$ cat src/rtl/ctr_n_dyn_tr.sv
// ctr_n_dyn_tr: time-redundant phase counter with recovery and halt control.
// Optional CTR_PHASE_TMR_EN triplicates the phase counter with majority voting.
module ctr_n_dyn_tr #(
  parameter int PHASES  = 3,
  parameter int MW      = 2,
  parameter int REC_LEN = 4,
  parameter int FAIL_TH = 3,
  localparam int CW = (PHASES > 1) ? $clog2(PHASES) : 1,
  localparam int FW = (FAIL_TH > 0) ? $clog2(FAIL_TH + 1) : 1
) (
  input  logic          clk,
  input  logic          reset,
  input  logic          fail,
  input  logic [MW-1:0] userMode,
  input  logic          clrFail,
  output logic [MW-1:0] modeS,
  output logic [CW-1:0] ctr,
  output logic          errFlag,
  output logic          userFail,
  output logic [FW-1:0] failCnt,
  output logic          ctrMis
);

  localparam int RW = $clog2(REC_LEN + 1);
  localparam logic [RW-1:0] REC_LOAD = RW'(REC_LEN - 1);
  localparam logic [CW-1:0] CTR_LAST = CW'(PHASES - 1);
  localparam logic [FW-1:0] CNT_MAX  = FW'(FAIL_TH);

  typedef enum logic [1:0] {
    S_IDLE,
    S_RUN,
    S_REC,
    S_HALT
  } state_t;

  state_t        r_state;
  state_t        w_state_nxt;
  logic [MW-1:0] r_mode;
  logic [MW-1:0] w_mode_nxt;
  logic          r_err;
  logic          w_err_nxt;
  logic          r_uf;
  logic          w_uf_nxt;
  logic [FW-1:0] r_fcnt;
  logic [FW-1:0] w_fcnt_nxt;
  logic [FW-1:0] w_fcnt_inc;
  logic [FW-1:0] w_fcnt_hit;
  logic [RW-1:0] r_rec;
  logic [RW-1:0] w_rec_nxt;
  logic [CW-1:0] w_ctr;
  logic [CW-1:0] w_ctr_nxt;
  logic          w_wrap;

  assign w_wrap     = (w_ctr == CTR_LAST);
  assign w_fcnt_inc = (r_fcnt == CNT_MAX) ? r_fcnt
                                          : r_fcnt + FW'(1);
  assign w_fcnt_hit = clrFail ? FW'(1) : w_fcnt_inc;

`ifdef CTR_PHASE_TMR_EN
  logic [CW-1:0] r_ctr_a;
  logic [CW-1:0] r_ctr_b;
  logic [CW-1:0] r_ctr_c;

  assign w_ctr = (r_ctr_a & r_ctr_b)
               | (r_ctr_a & r_ctr_c)
               | (r_ctr_b & r_ctr_c);
  assign ctrMis = (r_ctr_a != r_ctr_b)
               || (r_ctr_a != r_ctr_c);

  // All three copies reload from the voted next value.
  always_ff @(posedge clk) begin
    if (!reset) begin
      r_ctr_a <= '0;
      r_ctr_b <= '0;
      r_ctr_c <= '0;
    end else begin
      r_ctr_a <= w_ctr_nxt;
      r_ctr_b <= w_ctr_nxt;
      r_ctr_c <= w_ctr_nxt;
    end
  end
`else
  logic [CW-1:0] r_ctr;

  assign w_ctr  = r_ctr;
  assign ctrMis = 1'b0;

  // Single phase counter register.
  always_ff @(posedge clk) begin
    if (!reset) begin
      r_ctr <= '0;
    end else begin
      r_ctr <= w_ctr_nxt;
    end
  end
`endif

  // Control state and status registers.
  always_ff @(posedge clk) begin
    if (!reset) begin
      r_state <= S_IDLE;
      r_mode  <= '0;
      r_err   <= 1'b0;
      r_uf    <= 1'b0;
      r_fcnt  <= '0;
      r_rec   <= '0;
    end else begin
      r_state <= w_state_nxt;
      r_mode  <= w_mode_nxt;
      r_err   <= w_err_nxt;
      r_uf    <= w_uf_nxt;
      r_fcnt  <= w_fcnt_nxt;
      r_rec   <= w_rec_nxt;
    end
  end

  // Next-state and next-output decode.
  always_comb begin
    w_state_nxt = r_state;
    w_mode_nxt  = r_mode;
    w_err_nxt   = r_err;
    w_uf_nxt    = r_uf;
    w_fcnt_nxt  = clrFail ? '0 : r_fcnt;
    w_rec_nxt   = r_rec;
    w_ctr_nxt   = w_ctr;
    unique case (r_state)
      S_IDLE: begin
        w_ctr_nxt  = '0;
        w_err_nxt  = 1'b0;
        w_mode_nxt = userMode;
        if (userMode != '0) begin
          w_state_nxt = S_RUN;
        end
      end
      S_RUN: begin
        if (fail) begin
          w_ctr_nxt  = '0;
          w_err_nxt  = 1'b1;
          w_fcnt_nxt = w_fcnt_hit;
          if (w_fcnt_hit == CNT_MAX) begin
            w_state_nxt = S_HALT;
            w_uf_nxt    = 1'b1;
          end else begin
            w_state_nxt = S_REC;
            w_rec_nxt   = REC_LOAD;
          end
        end else if (w_wrap) begin
          w_ctr_nxt  = '0;
          w_mode_nxt = userMode;
          if (userMode == '0) begin
            w_state_nxt = S_IDLE;
          end
        end else begin
          w_ctr_nxt = w_ctr + CW'(1);
        end
      end
      S_REC: begin
        w_ctr_nxt = '0;
        if (fail) begin
          w_rec_nxt = REC_LOAD;
        end else if (r_rec == '0) begin
          w_state_nxt = S_RUN;
          w_err_nxt   = 1'b0;
        end else begin
          w_rec_nxt = r_rec - RW'(1);
        end
      end
      S_HALT: begin
        w_fcnt_nxt = r_fcnt;
        if (clrFail) begin
          w_state_nxt = S_IDLE;
          w_mode_nxt  = '0;
          w_fcnt_nxt  = '0;
          w_uf_nxt    = 1'b0;
          w_err_nxt   = 1'b0;
          w_ctr_nxt   = '0;
        end
      end
      default: begin
        w_state_nxt = S_IDLE;
      end
    endcase
  end

  assign modeS    = r_mode;
  assign ctr      = w_ctr;
  assign errFlag  = r_err;
  assign userFail = r_uf;
  assign failCnt  = r_fcnt;

endmodule
$ cat config.mk
export PLATFORM = sky130hd
export DESIGN_NAME = ctr_n_dyn_tr
export DESIGN_NICKNAME = d
export VERILOG_FILES = /design/src/rtl/ctr_n_dyn_tr.sv
export SDC_FILE = /design/constraint.sdc
export NUM_CORES = 1
export LEC_CHECK = 0
export CAP_MARGIN = 10
export CORE_MARGIN = 2
export CORE_UTILIZATION = 56
export CTS_BUF_LIST = sky130_fd_sc_hd__clkbuf_2 sky130_fd_sc_hd__clkbuf_4 sky130_fd_sc_hd__clkbuf_8
export DETAILED_ROUTE_END_ITERATION = 10
export GPL_TIMING_DRIVEN = 0
export PLACE_DENSITY = 0.85
export SYNTH_ARGS = -nofsm -noshare
export SYNTH_HDL_FRONTEND = slang
export SYNTH_SLANG_ARGS = --single-unit
$ cat constraint.sdc
create_clock -name clk -period 3 [get_ports clk]
set_input_delay 0.75 -clock clk [delete_from_list [all_inputs] [get_ports clk]]
set_output_delay 0.75 -clock clk [all_outputs]
set_load 0.005 [all_outputs]
### After elaboration in Yosys (flattened, before gate mapping)

Cells that the tools add are included.

| storage, ports and cells | value |
|---|---|
| output and inout bits | 9 |
| logic and storage cells | 74 |
| bits of input ports | 6 |
| register bits after elaboration | 13 |

| operators by class | value |
|---|---|
| equality and inequality tests | 18 |
| $add $sub $neg | 3 |
| mux-type cells | 33 |
| reductions and logical operators | 13 |

Operator list:

| kind | count |
|---|---|
| 2-bit 2-to-1 mux | 16 |
| 2-bit != test, second input constant | 9 |
| 4-bit AND reduction | 4 |
| 3-bit 2-to-1 mux | 4 |
| 2-bit one-hot mux with 3 select lines | 2 |
| 2-bit == test, second input constant | 5 |
| 3-bit != test, second input constant | 3 |
| 2-bit one-hot mux with 4 select lines | 1 |
| 1-bit 2-to-1 mux | 7 |
| 3-bit one-hot mux with 2 select lines | 1 |
| 6-bit AND reduction | 1 |
| 2-bit nonzero test | 3 |
| 2-bit by 1-bit adder with 2-bit output, second input constant | 2 |
| 2-bit logical NOT | 2 |
| 1-bit one-hot mux with 4 select lines | 1 |
| 3-bit logical NOT | 1 |
| 3-bit nonzero test | 1 |
| 3-bit by 1-bit subtractor with 3-bit output, second input constant | 1 |
| 2-bit by 1-bit == test with 1-bit output, second input constant | 1 |
| 1-bit one-hot mux with 2 select lines | 1 |
| 2-bit OR reduction | 1 |

### Logic depth before layout (Yosys ltp)

| logic depth | value |
|---|---|
| word-level depth | 7 |
| mapped depth | 7 |
| mapped depth without buffers | 7 |

### Least setup slack after synthesis

Ideal clock, no wire load.

| timing | value |
|---|---|
| path type | in2reg |
| start | input fail |
| end | register r_rec[2] |
| arrival | 1483 ps |
| buffers on the path | 1 |
| stages on the path | 5 |
| required time | 2871 ps |
| library setup time | 129 ps |
| slack | 1388 ps |
| cell sequence | buf_4 > nor2b_2 > o32ai_4 > mux2i_1 > nor2_1 |

| between the ends | value |
|---|---|
| cells in the longest elaborated chain, start to end | 2 |
| elaborated cells between the ends (all ways) | 5 |
| classes of those cells | 2 x eq/ne; 2 x mux; 1 x reduce/logical |

RTL lines:

| element | RTL line | text |
|---|---|---|
| start, declared | 13 | `input logic fail,` |
| 3-bit != test (no line), or another cell as far along | - |  |
| 4-bit AND reduction (no line) / 3-bit one-hot mux with 2 select lines (equally long branches) | - |  |
| end signal, assigned | 113 | `r_rec <= w_rec_nxt;` |
| end, declared | 48 | `logic [RW-1:0] r_rec;` |

Parallel ways exist; a longest one is shown, timed or not.
A chain may end at the register's enable or synchronous reset.

### Worst setup path in the final report

| timing | value |
|---|---|
| start | register r_ctr[0], in the netlist ctr[0] |
| end | output ctr[0] |

RTL lines:

| element | RTL line | text |
|---|---|---|
| start, declared | 83 | `logic [CW-1:0] r_ctr;` |
| start signal, assigned | 93 | `r_ctr <= w_ctr_nxt;` |
| end, declared | 17 | `output logic [CW-1:0] ctr,` |

No word-level cell between the ends.

==> results.md <==
- Outcome: finished clean
- Leak: 0.365 nW
- Skew final: 8.76 ps
- Synthesized area: 771 µm²
- Power Internal: 0.000384 W
- Fill cell count: 103
- Initial antenna violation count: 0
- Commonest non-fill, non-tap cells in the layout: dfxtp_1 (13), clkdlybuf4s50_1 (12), inv_1 (9)
- Cts repair resizes: 0
- Vias: 694
- Clk sink count: 13
- Final setup viols: 0
- Worst-skew pair later-pin latency: 280 ps
- Cell family with most CP delay: buffers and inverters
- Yosys warns: 0
- Sequential Power Share: 0.382
- Comb power frac: 0.424
- Largest net degree at the start of global routing: 11
- Die Ht: 41.1 µm
- Bufs on Longest Clock Path: 2
- Mean routed wirelength per cell: 13.8 µm
- N_diodes: 0
- Core ar.: 1300 µm²
- Power Dens Cells: 645 nW/µm²
- Max Freq: 506 MHz
- Gr ovfl total: 0
- Synth-to-Final Area Change: 21.9%
- Hold EP: modeS[1]
- Reg2reg path depth: 5
- H-tree levels: 1
- Worst R2R End: r_rec[0]
- CTS Buf Count: 3
- CP max FO: 5
- Kind of critical path: flip-flop to output pin
- CP endpoint kind: output pin
- Critical path data arrival time: 1230 ps
- IO buf count: 12
- Buf/Inv on CP: 1
- Max incr delay on CP: 530 ps
- Die W: 41.1 µm
- CTS tree: done
- ANT nets after route: 0
- Synth area leader: dfxtp_1
- Num rows: 13
- Critical path cell sequence: clkdlybuf4s50_1
- Final net count: 116
- Worst Path Required: 2250 ps
- Switching share of total power: 0.367
- # hold bufs at CTS: 0
- Hold Path Stages: 2
- Total net switching power: 0.000222 W
- Worst VDD drop: 464 µV
- Final cycle utilization of the critical path: 0.659
- DRC violations left: 0
- Root Buffer: clkbuf_4
- Initial Util: 0.592
- Critical path origin: ctr[0]
- GPL Wtd Cong: 0.884
- Vias per cell: 5.93
- First-pass GRT wire length: 2.45 mm
- Hold_sp: modeS[1]
- Mean post-synth cell area: 8.96 µm²
- Power Total: 0.000606 W
- Max-cap violations: 0
- Share of the synthesized area in the top cell type: 0.338
- Iter 0 DRT Violations: 27
- Hold WC Path Type: flip-flop to flip-flop
- Share of cells above drive strength 1: 0.118
- Vias in the first global route: 592
- Seq/Total Area, Yosys: 0.338
- Most common cell after layout, fill and taps aside: dfxtp_1
- #FFs+latches synth: 13
- Postcts setup bufs: 0
- Post-DP HPWL: 1.18 mm
- Mapped Cells: 86
- Final hold vios: 0
- Clk slew on worst S/H paths: 80 ps
- Overall global routing resource usage: 0.225
- RSZ-0062 raised after global routing: no
- Reg-to-reg startpoint: r_state[1]
- Drt pass-1 iters: 4
- Worst Setup Start Kind: flip-flop
- Slowest-stage cell, CP: clkdlybuf4s50_1
- Crit path time final: 1980 ps
- Die area: 1690 µm²
- Setup TNS: 0 ps
- Final WL: 1.62 mm
- FF-to-FF setup slack: 1290 ps
- Slew Limit Fails: 0
- IO Pins: 15
- Synth cell types: 32
- Syn_nets: 99
- Clock share of power: 0.194
- Synth area leaders: dfxtp_1 (34%), ha_1 (11%), inv_1 (4.4%)
-- cells in the mapped netlist (all sizes together) --
master   n
dfxtp   13
inv      9
nor2     8
ha       7
nor2b    5
nor3     5
nand2    4
nand2b   4
o211ai   4
a21oi    3
a311oi   2
and3     2
buf      2
mux2i    2
nand4    2
o21ai    2
o31ai    2
a211oi   1
a22oi    1
a31oi    1
a41o     1
and4bb   1
clkbuf   1
conb     1
nor4b    1
o32ai    1
or3b     1
-- stage by stage --
step | cell area (µm²) | cells | setup slack, ps | util | hold WS (ps)
2_1_floorplan | 771 | 86 | 1390 | - | 448
3_3_place_gp | 910 | 113 | 879 | 0.699 | 441
3_5_place_dp | 910 | 113 | 817 | 0.699 | 445
4_1_cts | 940 | 117 | 1020 | 0.722 | 456
5_1_grt | 940 | 117 | 974 | 0.722 | 483
6_report | 940 | 117 | 1020 | 0.722 | 451
-- layer usage --
metal	vias to the layer above	part of all wire	global-route usage
met1	325	0.42	0.252
met5	-	0	0
met2	28	0.51	0.414
met4	0	0.016	0.0968
met3	4	0.057	0.0326
li1	337	-	-
-- worst max-delay path by stage --
stage	end	slack, ps	cells after the start
6_report	ctr[0]	1020	1
4_1_cts	ctr[0]	1020	1
3_3_place_gp	r_state[1]	880	5
5_1_grt	ctr[0]	970	1
2_1_floorplan	r_rec[2]	1390	5
3_5_place_dp	r_state[0]	820	5
-- power groups by stage --
stage,Combinational [W],Sequential [W],Clock [W]
after floorplan,0.000178,0.000230,0
after global placement,0.000242,0.000232,0
after detailed placement,0.000253,0.000235,0
after CTS,0.000256,0.000232,0.000119
after global routing,0.000284,0.000238,0.000123
final,0.000257,0.000232,0.000117
-- logic make-up (layout without fill, tap and decap cells) --
logic type / after synthesis / count (layout) / share of synthesized area
simple gates: 33 / 33 / 0.252
compound gates: 18 / 18 / 0.198
flops: 13 / 13 / 0.338
buf+inv: 12 / 28 / 0.0682
fa+ha+maj: 7 / 7 / 0.114
mux: 2 / 2 / 0.0260
other cells: 1 / 1 / 0.00487
-- area by class of cell --
type | instances | area, µm² | area share
sequential | 13 | 260 | 0.277
tap | 15 | 18.8 | 0.0200
inverter | 9 | 33.8 | 0.0360
timing repair buffer | 12 | 120 | 0.128
clock buffer | 4 | 30.0 | 0.0320
buffer | 3 | 18.8 | 0.0200
multi-input combinational | 61 | 458 | 0.487
-- state kept, by name, summed over array words and instances, names as in the netlist --
name	cells
r_rec	3
ctr	2
failCnt	2
modeS	2
r_state	2
errFlag	1
userFail	1
Power figures use the tool's default switching activity.
